$ cat src/rtl/delay_line_ctrl.sv
// Circular audio delay-line sequencer driving a simple dual-port sample RAM.
// Each accepted sample takes three cycles: read the delayed word, write the new word, emit.
module delay_line_ctrl #(
   parameter int DATA_WIDTH = 16,
   parameter int ADDR_WIDTH = 8,
   parameter int RAM_DEPTH  = 1 << ADDR_WIDTH
) (
   input  logic                  clk,
   input  logic                  reset,
   input  logic                  clear,
   input  logic [ADDR_WIDTH-1:0] delay,
   input  logic                  sample_in_valid,
   input  logic [DATA_WIDTH-1:0] sample_in,
   output logic                  sample_in_ready,
   output logic                  sample_out_valid,
   output logic [DATA_WIDTH-1:0] sample_out,
   output logic                  ram_wr,
   output logic [ADDR_WIDTH-1:0] ram_wr_addr,
   output logic [DATA_WIDTH-1:0] ram_wr_data,
   output logic                  ram_rd,
   output logic [ADDR_WIDTH-1:0] ram_rd_addr,
   input  logic [DATA_WIDTH-1:0] ram_rd_data
);

   typedef enum logic [1:0] {IDLE, RD, OUT} state_t;

   localparam logic [ADDR_WIDTH-1:0] FILL_MAX = ADDR_WIDTH'(RAM_DEPTH - 1);

   state_t                state, state_nxt;
   logic [ADDR_WIDTH-1:0] wr_ptr;
   logic [ADDR_WIDTH-1:0] fill_cnt;
   logic [ADDR_WIDTH-1:0] dly_lat;
   logic [DATA_WIDTH-1:0] smp_lat;
   logic                  wr_q;

   always_ff @(posedge clk) begin
      if (reset) state <= IDLE;
      else       state <= state_nxt;
   end

   always_comb begin
      state_nxt        = state;
      sample_in_ready  = 1'b0;
      sample_out_valid = 1'b0;
      unique case (state)
         IDLE: begin
            sample_in_ready = 1'b1;
            if (sample_in_valid) state_nxt = RD;
         end
         RD:  state_nxt = OUT;
         OUT: begin
            sample_out_valid = 1'b1;
            state_nxt        = IDLE;
         end
         default: state_nxt = IDLE;
      endcase
      if (clear) state_nxt = IDLE;
   end

   // The write strobe is registered, so clear must also mask it combinationally in its own cycle.
   assign ram_wr = wr_q & ~clear;

   always_ff @(posedge clk) begin
      if (reset) begin
         wr_ptr      <= '0;
         fill_cnt    <= '0;
         dly_lat     <= '0;
         smp_lat     <= '0;
         wr_q        <= 1'b0;
         ram_rd      <= 1'b0;
         ram_rd_addr <= '0;
         ram_wr_addr <= '0;
         ram_wr_data <= '0;
         sample_out  <= '0;
      end else if (clear) begin
         wr_ptr   <= '0;
         fill_cnt <= '0;
         wr_q     <= 1'b0;
         ram_rd   <= 1'b0;
      end else begin
         unique case (state)
            IDLE: begin
               wr_q <= 1'b0;
               if (sample_in_valid) begin
                  smp_lat     <= sample_in;
                  dly_lat     <= delay;
                  ram_rd_addr <= wr_ptr - delay;
                  ram_rd      <= 1'b1;
               end
            end
            RD: begin
               if (dly_lat == '0)            sample_out <= smp_lat;
               else if (fill_cnt < dly_lat)  sample_out <= '0;
               else                          sample_out <= ram_rd_data;
               wr_q        <= 1'b1;
               ram_wr_addr <= wr_ptr;
               ram_wr_data <= smp_lat;
               ram_rd      <= 1'b0;
               wr_ptr      <= wr_ptr + 1'b1;
               if (fill_cnt != FILL_MAX) fill_cnt <= fill_cnt + 1'b1;
            end
            OUT: begin
               wr_q <= 1'b0;
            end
            default: begin
               wr_q   <= 1'b0;
               ram_rd <= 1'b0;
            end
         endcase
      end
   end

endmodule
$ cat config.mk
export PLATFORM = sky130hd
export DESIGN_NAME = delay_line_ctrl
export DESIGN_NICKNAME = d
export VERILOG_FILES = /design/src/rtl/delay_line_ctrl.sv
export SDC_FILE = /design/constraint.sdc
export NUM_CORES = 1
export LEC_CHECK = 0
export CAP_MARGIN = 20
export CORE_MARGIN = 10
export CORE_UTILIZATION = 35
export CTS_CLUSTER_DIAMETER = 120
export DETAILED_ROUTE_END_ITERATION = 8
export GPL_ROUTABILITY_DRIVEN = 0
export PLACE_DENSITY = 0.66
export SETUP_SLACK_MARGIN = 0.05
export SKIP_CTS_REPAIR_TIMING = 1
export SLEW_MARGIN = 20
export SYNTH_ARGS = -nofsm -noshare
export SYNTH_HDL_FRONTEND = slang
export SYNTH_SLANG_ARGS = --single-unit
$ cat constraint.sdc
create_clock -name clk -period 1.9 [get_ports clk]
set_input_delay 0.475 -clock clk [delete_from_list [all_inputs] [get_ports clk]]
set_output_delay 0.475 -clock clk [all_outputs]
set_load 0.03 [all_outputs]
==> results of run 1 <==
-- per-stage QoR --
step | instances | hold WS [ps]
after global routing | 746 | 466
after floorplan | 483 | 444
after detailed placement | 728 | 448
final | 746 | 444
after CTS | 744 | 457
after global placement | 728 | 442
-- final cells by class --
cell class | count | area share [%]
multi-input cells | 340 | 35.8
flip-flops and latches | 92 | 30.5
repair buffers | 137 | 24.5
clock buffers | 10 | 3.95
well taps | 143 | 2.96
clock inverters | 6 | 1.18
inverters | 18 | 1.12
-- per-layer routing --
metal	track usage, %	vias to the layer above
met5	0	-
met1	16.4	1755
met3	3.94	19
met4	4.52	0
li1	-	1900
met2	23.3	100
-- report_power, final --
part / total [mW] / switching (mW) / internal, mW / leakage [nW]
Combinational: 0.559 / 0.295 / 0.264 / 2.19
Sequential: 2.01 / 0.0341 / 1.97 / 0.746
Clock: 1.83 / 0.766 / 1.06 / 0.145
-- state kept, by name (all words and copies together), names as in the netlist --
name	count
ram_wr_data	16
sample_out	16
smp_lat	16
dly_lat	8
fill_cnt	8
ram_rd_addr	8
ram_wr_addr	8
wr_ptr	8
state	2
ram_rd	1
wr_q	1
-- cell usage after synthesis (3+ instances only) --
| master | count | area share, % |
|---|---|---|
| or3_1 | 3 | 0.45 |
| dfxtp_1 | 92 | 45 |
| buf_2 | 10 | 1.2 |
| o2111ai_1 | 15 | 3.2 |
| nor2b_1 | 5 | 0.76 |
| xor2_1 | 7 | 1.5 |
| xnor2_1 | 6 | 1.3 |
| o21ai_0 | 6 | 0.73 |
| a22oi_2 | 10 | 3.0 |
| nand3_1 | 6 | 0.73 |
| o21a_1 | 3 | 0.55 |
| clkbuf_1 | 13 | 1.2 |
| inv_1 | 18 | 1.6 |
| nor3_1 | 7 | 0.85 |
| mux2i_1 | 3 | 0.73 |
| nor2_1 | 29 | 2.6 |
| a21oi_1 | 72 | 8.7 |
| ha_1 | 16 | 4.8 |
| a22oi_1 | 5 | 0.91 |
| a211oi_1 | 4 | 0.73 |
| buf_1 | 4 | 0.36 |
| nand3b_1 | 5 | 0.91 |
| nand2_1 | 107 | 9.7 |
| buf_6 | 4 | 1.1 |
-- final timing paths --
path / end / cells past startpoint / from / slack (ps)
max reg2reg: ram_rd_addr[5] / 7 / wr_ptr[1] / 170
min: dly_lat[3] / 3 / delay[3] / 440
min reg2reg: ram_wr_data[1] / 2 / ram_wr_data[1] / 450
max: ram_wr / 3 / clear / 80
-- cells by family after synthesis --
| logic type | count (synthesis) | share of synthesized area, % |
|---|---|---|
| simple gates | 180 | 19.9 |
| fa+ha+maj | 17 | 5.33 |
| buf+inv | 51 | 6.03 |
| mux | 3 | 0.728 |
| flops | 92 | 44.6 |
| xor+xnor | 13 | 2.76 |
| compound gates | 127 | 20.7 |
-- worst max-delay path, stage by stage --
cell and delay (ps):
clkdlybuf4s50_1 620, nor2b_1 80, buf_4 170
==> results.cfg, run 1 <==
[timing]
tightest_slew_ps = 473
rsz0062_at_grt = no
fmax_mhz = 550
fin_tns_setup_ps = 0
hold_violations = 0
fin_worst_skew_ps = 8.31
fin_crit_sh_pct = 95.7
relSlewSlack_pct = 68.5
fin_crit_ps = 1820
timing.final.ws_setup_ps = 81.0
finalSetupViolations = 0
slew_violations = 0

[status]
status = completed

[clocking]
insertion_delay_ps = 340
cts_root_buf = clkbuf_16
clk_pin_slew_ps = 60
tritoncts = done
htreeDepth = 3
clock_path_buffers = 2
numCtsBuffers = 9
clock_sinks = 92

[grt]
grt_pass1_vias = 3701
grt_pass1_wl_um = 18700
grt_max_degree = 41
overflow = 0
track_usage_pct = 13.8
antenna_found_initial = 0

[critical_path]
crit_type = in2out
start_kind = primary input
cp.required_ps = 1420
cp.arrival_ps = 1340
endpoint_kind = output pin
path_max_fanout = 6

[flow_run]
drv_cap = 0

[drt]
wl_per_cell_um = 15.9
met1_length_um = 5210
vias_per_cell = 5.06
vias = 3774
ant_nets = 0
highest_layer = met4
routed_wl_um = 11800
drt-pass1-iter-count = 4
drcViolationCount = 0
wl_met3_um = 644
wl_met2_um = 5740
first_iter_violations = 281

[finish]
final_common_cell = nand2_1
multi_input_area_mm2 = 0.00216
drive_gt1_share_pct = 16.1
fin_nets = 659
fillers = 1039
fin_util_pct = 52.7
mostFrequentLayoutCells = nand2_1 (107), dfxtp_1 (91), a21oi_1 (72)
antenna_cells = 0
syn_to_final_growth_pct = 46.4
design_area_mm2 = 0.00604
regArea_mm2 = 0.00184

[die]
dieHeight_um = 129
initial_core_util_pct = 36.0
die_area_mm2 = 0.0165
dieWidth_um = 129
core-area_mm2 = 0.0115
io_pins = 96
rows = 39

[power]
finalPower_mw = 4.40
power_density_mw_per_mm2 = 727
leakagePower_nw = 3.08
peakVddDrop_uv = 495

[synthesis]
syn_area_per_cell_um2 = 8.55
ys_seq_area_share_pct = 44.6
synthArstFlopShare_pct = 0
ys_types = 51
ys_ff_latch = 92
yosys_warnings = 0
synth_cells = 483
syn_nets = 544
synth_flop_cell = dfxtp_1
synth_area_mm2 = 0.00413
synth_edf_count = 0

[placed_design]
io_buffer_count = 95
placed_area_mm2 = 0.00547
dpl_worst_slack_ps = -495
dp_hpwl_um = 8900

[hold_path]
min_path_type = in2reg
Power figures use the tool's default switching activity.
==> run 2: changes to the inputs <==
CTS_CLUSTER_DIAMETER = 60   (was 120)
==> results of run 2 <==
The final DEF is identical to that of run 1; final timing and power are the same.
==> run 3: changes to the inputs <==
CORE_MARGIN = not set   (was 10)
CORE_UTILIZATION = 50   (was 35)
HOLD_SLACK_MARGIN = 0.06   (was not set)
PLACE_DENSITY = 0.87   (was 0.66)
==> run 3 against run 2 <==
Combinational power is essentially flat. Critical path depth grew 1. Count of clock-buffer cells in the layout shrank 1. Fmax shrank 0.74%. Cell count shrank 6.7%. Largest power group unchanged. Via count grew 7.0%. Critical path type is now reg2reg. Non-clock buffer count shrank 8. Setup slack lost 13 ps. Register-to-register slack lost 100 ps.
==> results.cfg, run 3 (synthesis results as in run 1) <==
[grt]
grt_pass1_wl_um = 17800
grt_max_degree = 53
overflow = 0
antenna_found_initial = 0
grt_pass1_vias = 3794
track_usage_pct = 26.4

[power]
switchingPower_mw = 1.05
intPower_mw = 2.96
power_density_mw_per_mm2 = 686
seqPwrFrac_pct = 50.1
finalPower_mw = 4.01
comb_power_share_pct = 13.9
peakVddDrop_uv = 465
leakagePower_nw = 3.01
switching_share_pct = 26.1
p_clk_share_pct = 36.1

[critical_path]
crit_type = reg2reg
worst_r2r_path_depth = 4
start_kind = flop
endpoint_kind = flop
r2r_slack_ps = 70
cp.required_ps = 2150
crit_buf_inv = 0
cp_slowest_cell = nor4_1
r2r_end = sample_out[14]
r2r-start = dly_lat[4]
crit_family = simple AND/OR/NAND/NOR gates
slowest_delay_ps = 460
cp.depth = 4
path_max_fanout = 10
cp.arrival_ps = 2090
crit_chain = nor4_1 -> nand2_2 -> mux2i_1 -> a2111oi_2

[drt]
drt-pass1-iter-count = 5
first_iter_violations = 307
vias = 4040
ant_nets = 0
routed_wl_um = 12000
drcViolationCount = 0
wl_per_cell_um = 17.3
vias_per_cell = 5.80

[finish]
fin_util_pct = 74.5
top_regs = ram_wr_data: 16 flops, sample_out: 16 flops, smp_lat: 16 flops
fin_nets = 651
final_common_cell = nand2_1
syn_to_final_growth_pct = 41.6
fillers = 529
drive_gt1_share_pct = 14.6
stdcell_count = 696
antenna_cells = 0
mostFrequentLayoutCells = nand2_1 (107), dfxtp_1 (91), a21oi_1 (72)
design_area_mm2 = 0.00584

[die]
initial_core_util_pct = 52.6
io_pins = 96
dieHeight_um = 92.9
die_area_mm2 = 0.00862
dieWidth_um = 92.9
rows = 32
core-area_mm2 = 0.00785

[clocking]
insertion_delay_ps = 370
htreeDepth = 3
numCtsBuffers = 9
tritoncts = done
clk_pin_slew_ps = 90
clock_path_buffers = 2
cts_root_buf = clkbuf_8
clock_sinks = 92

[hold_path]
hold_end = ram_wr_data[1]
min_path_type = reg2reg
min_from = ram_wr_data[1]
min_path_cells = 2

[timing]
slew_violations = 0
fmax_mhz = 546
relSlewSlack_pct = 67.1
tightest_slew_ps = 493
timing.hold.ws_ps = 458
rsz0062_at_grt = yes
fin_crit_sh_pct = 96.4
fin_tns_setup_ps = 0
timing.final.ws_setup_ps = 67.5
hold_violations = 0
finalSetupViolations = 0
fin_crit_ps = 1830
fin_worst_skew_ps = 18.1

[placed_design]
dpl_worst_slack_ps = -584
io_buffer_count = 95
placed_area_mm2 = 0.00535
dp.cells = 679
dp_hpwl_um = 7960

[status]
status = completed

[flow_run]
drv_cap = 0
## run 3: cell types whose count changed in the layout (fill, tap and decap cells not counted), moves of 2 or more
| cell | before | now |
|---|---|---|
| clkbuf_8 | 1 | 9 |
| clkinv_4 | 2 | 0 |
| clkbuf_16 | 9 | 0 |
| buf_4 | 35 | 25 |
| ha_4 | 4 | 2 |
## run 3: cell type report
| class | count | area [µm²] | share of cell area [%] |
|---|---|---|---|
| clock inverters | 6 | 88.8 | 1.52 |
| well taps | 102 | 128 | 2.18 |
| repair buffers | 129 | 1440 | 24.6 |
| clock buffers | 9 | 124 | 2.12 |
| multi-input cells | 340 | 2150 | 36.9 |
| inverters | 18 | 67.6 | 1.16 |
| flip-flops and latches | 92 | 1840 | 31.5 |
## run 3: power by group through the flow
stage | Combinational, mW | Sequential [mW] | Clock (mW)
CTS | 0.517 | 2.01 | 1.45
floorplan | 0.234 | 2.08 | 0
finish | 0.556 | 2.01 | 1.45
detailed placement | 0.512 | 2.05 | 0
global route | 0.591 | 2.01 | 1.54
global placement | 0.500 | 2.05 | 0
## run 3: how the worst max path moves through the flow
stage	from	endpoint	slack (ps)
final	dly_lat[4]	sample_out[14]	70
after global placement	delay[1]	ram_rd_addr[7]	-450
after global routing	delay[3]	ram_rd_addr[7]	-4
after CTS	delay[1]	ram_rd_addr[7]	-210
after detailed placement	delay[1]	ram_rd_addr[7]	-580
after floorplan	delay[1]	ram_rd_addr[7]	130
## run 3: metal layers
layer	vias to the layer above	track usage, %	routed length [µm]
met5	-	0	0
met4	0	15.1	620
met3	62	3.69	748
met2	201	46.0	5990
met1	1899	30.7	4660
li1	1878	-	-
## run 3: worst min-delay path, stage by stage (launching register included)
cell	delay, ps
dfxtp_1	320
nand2_1	50
a21oi_1	50
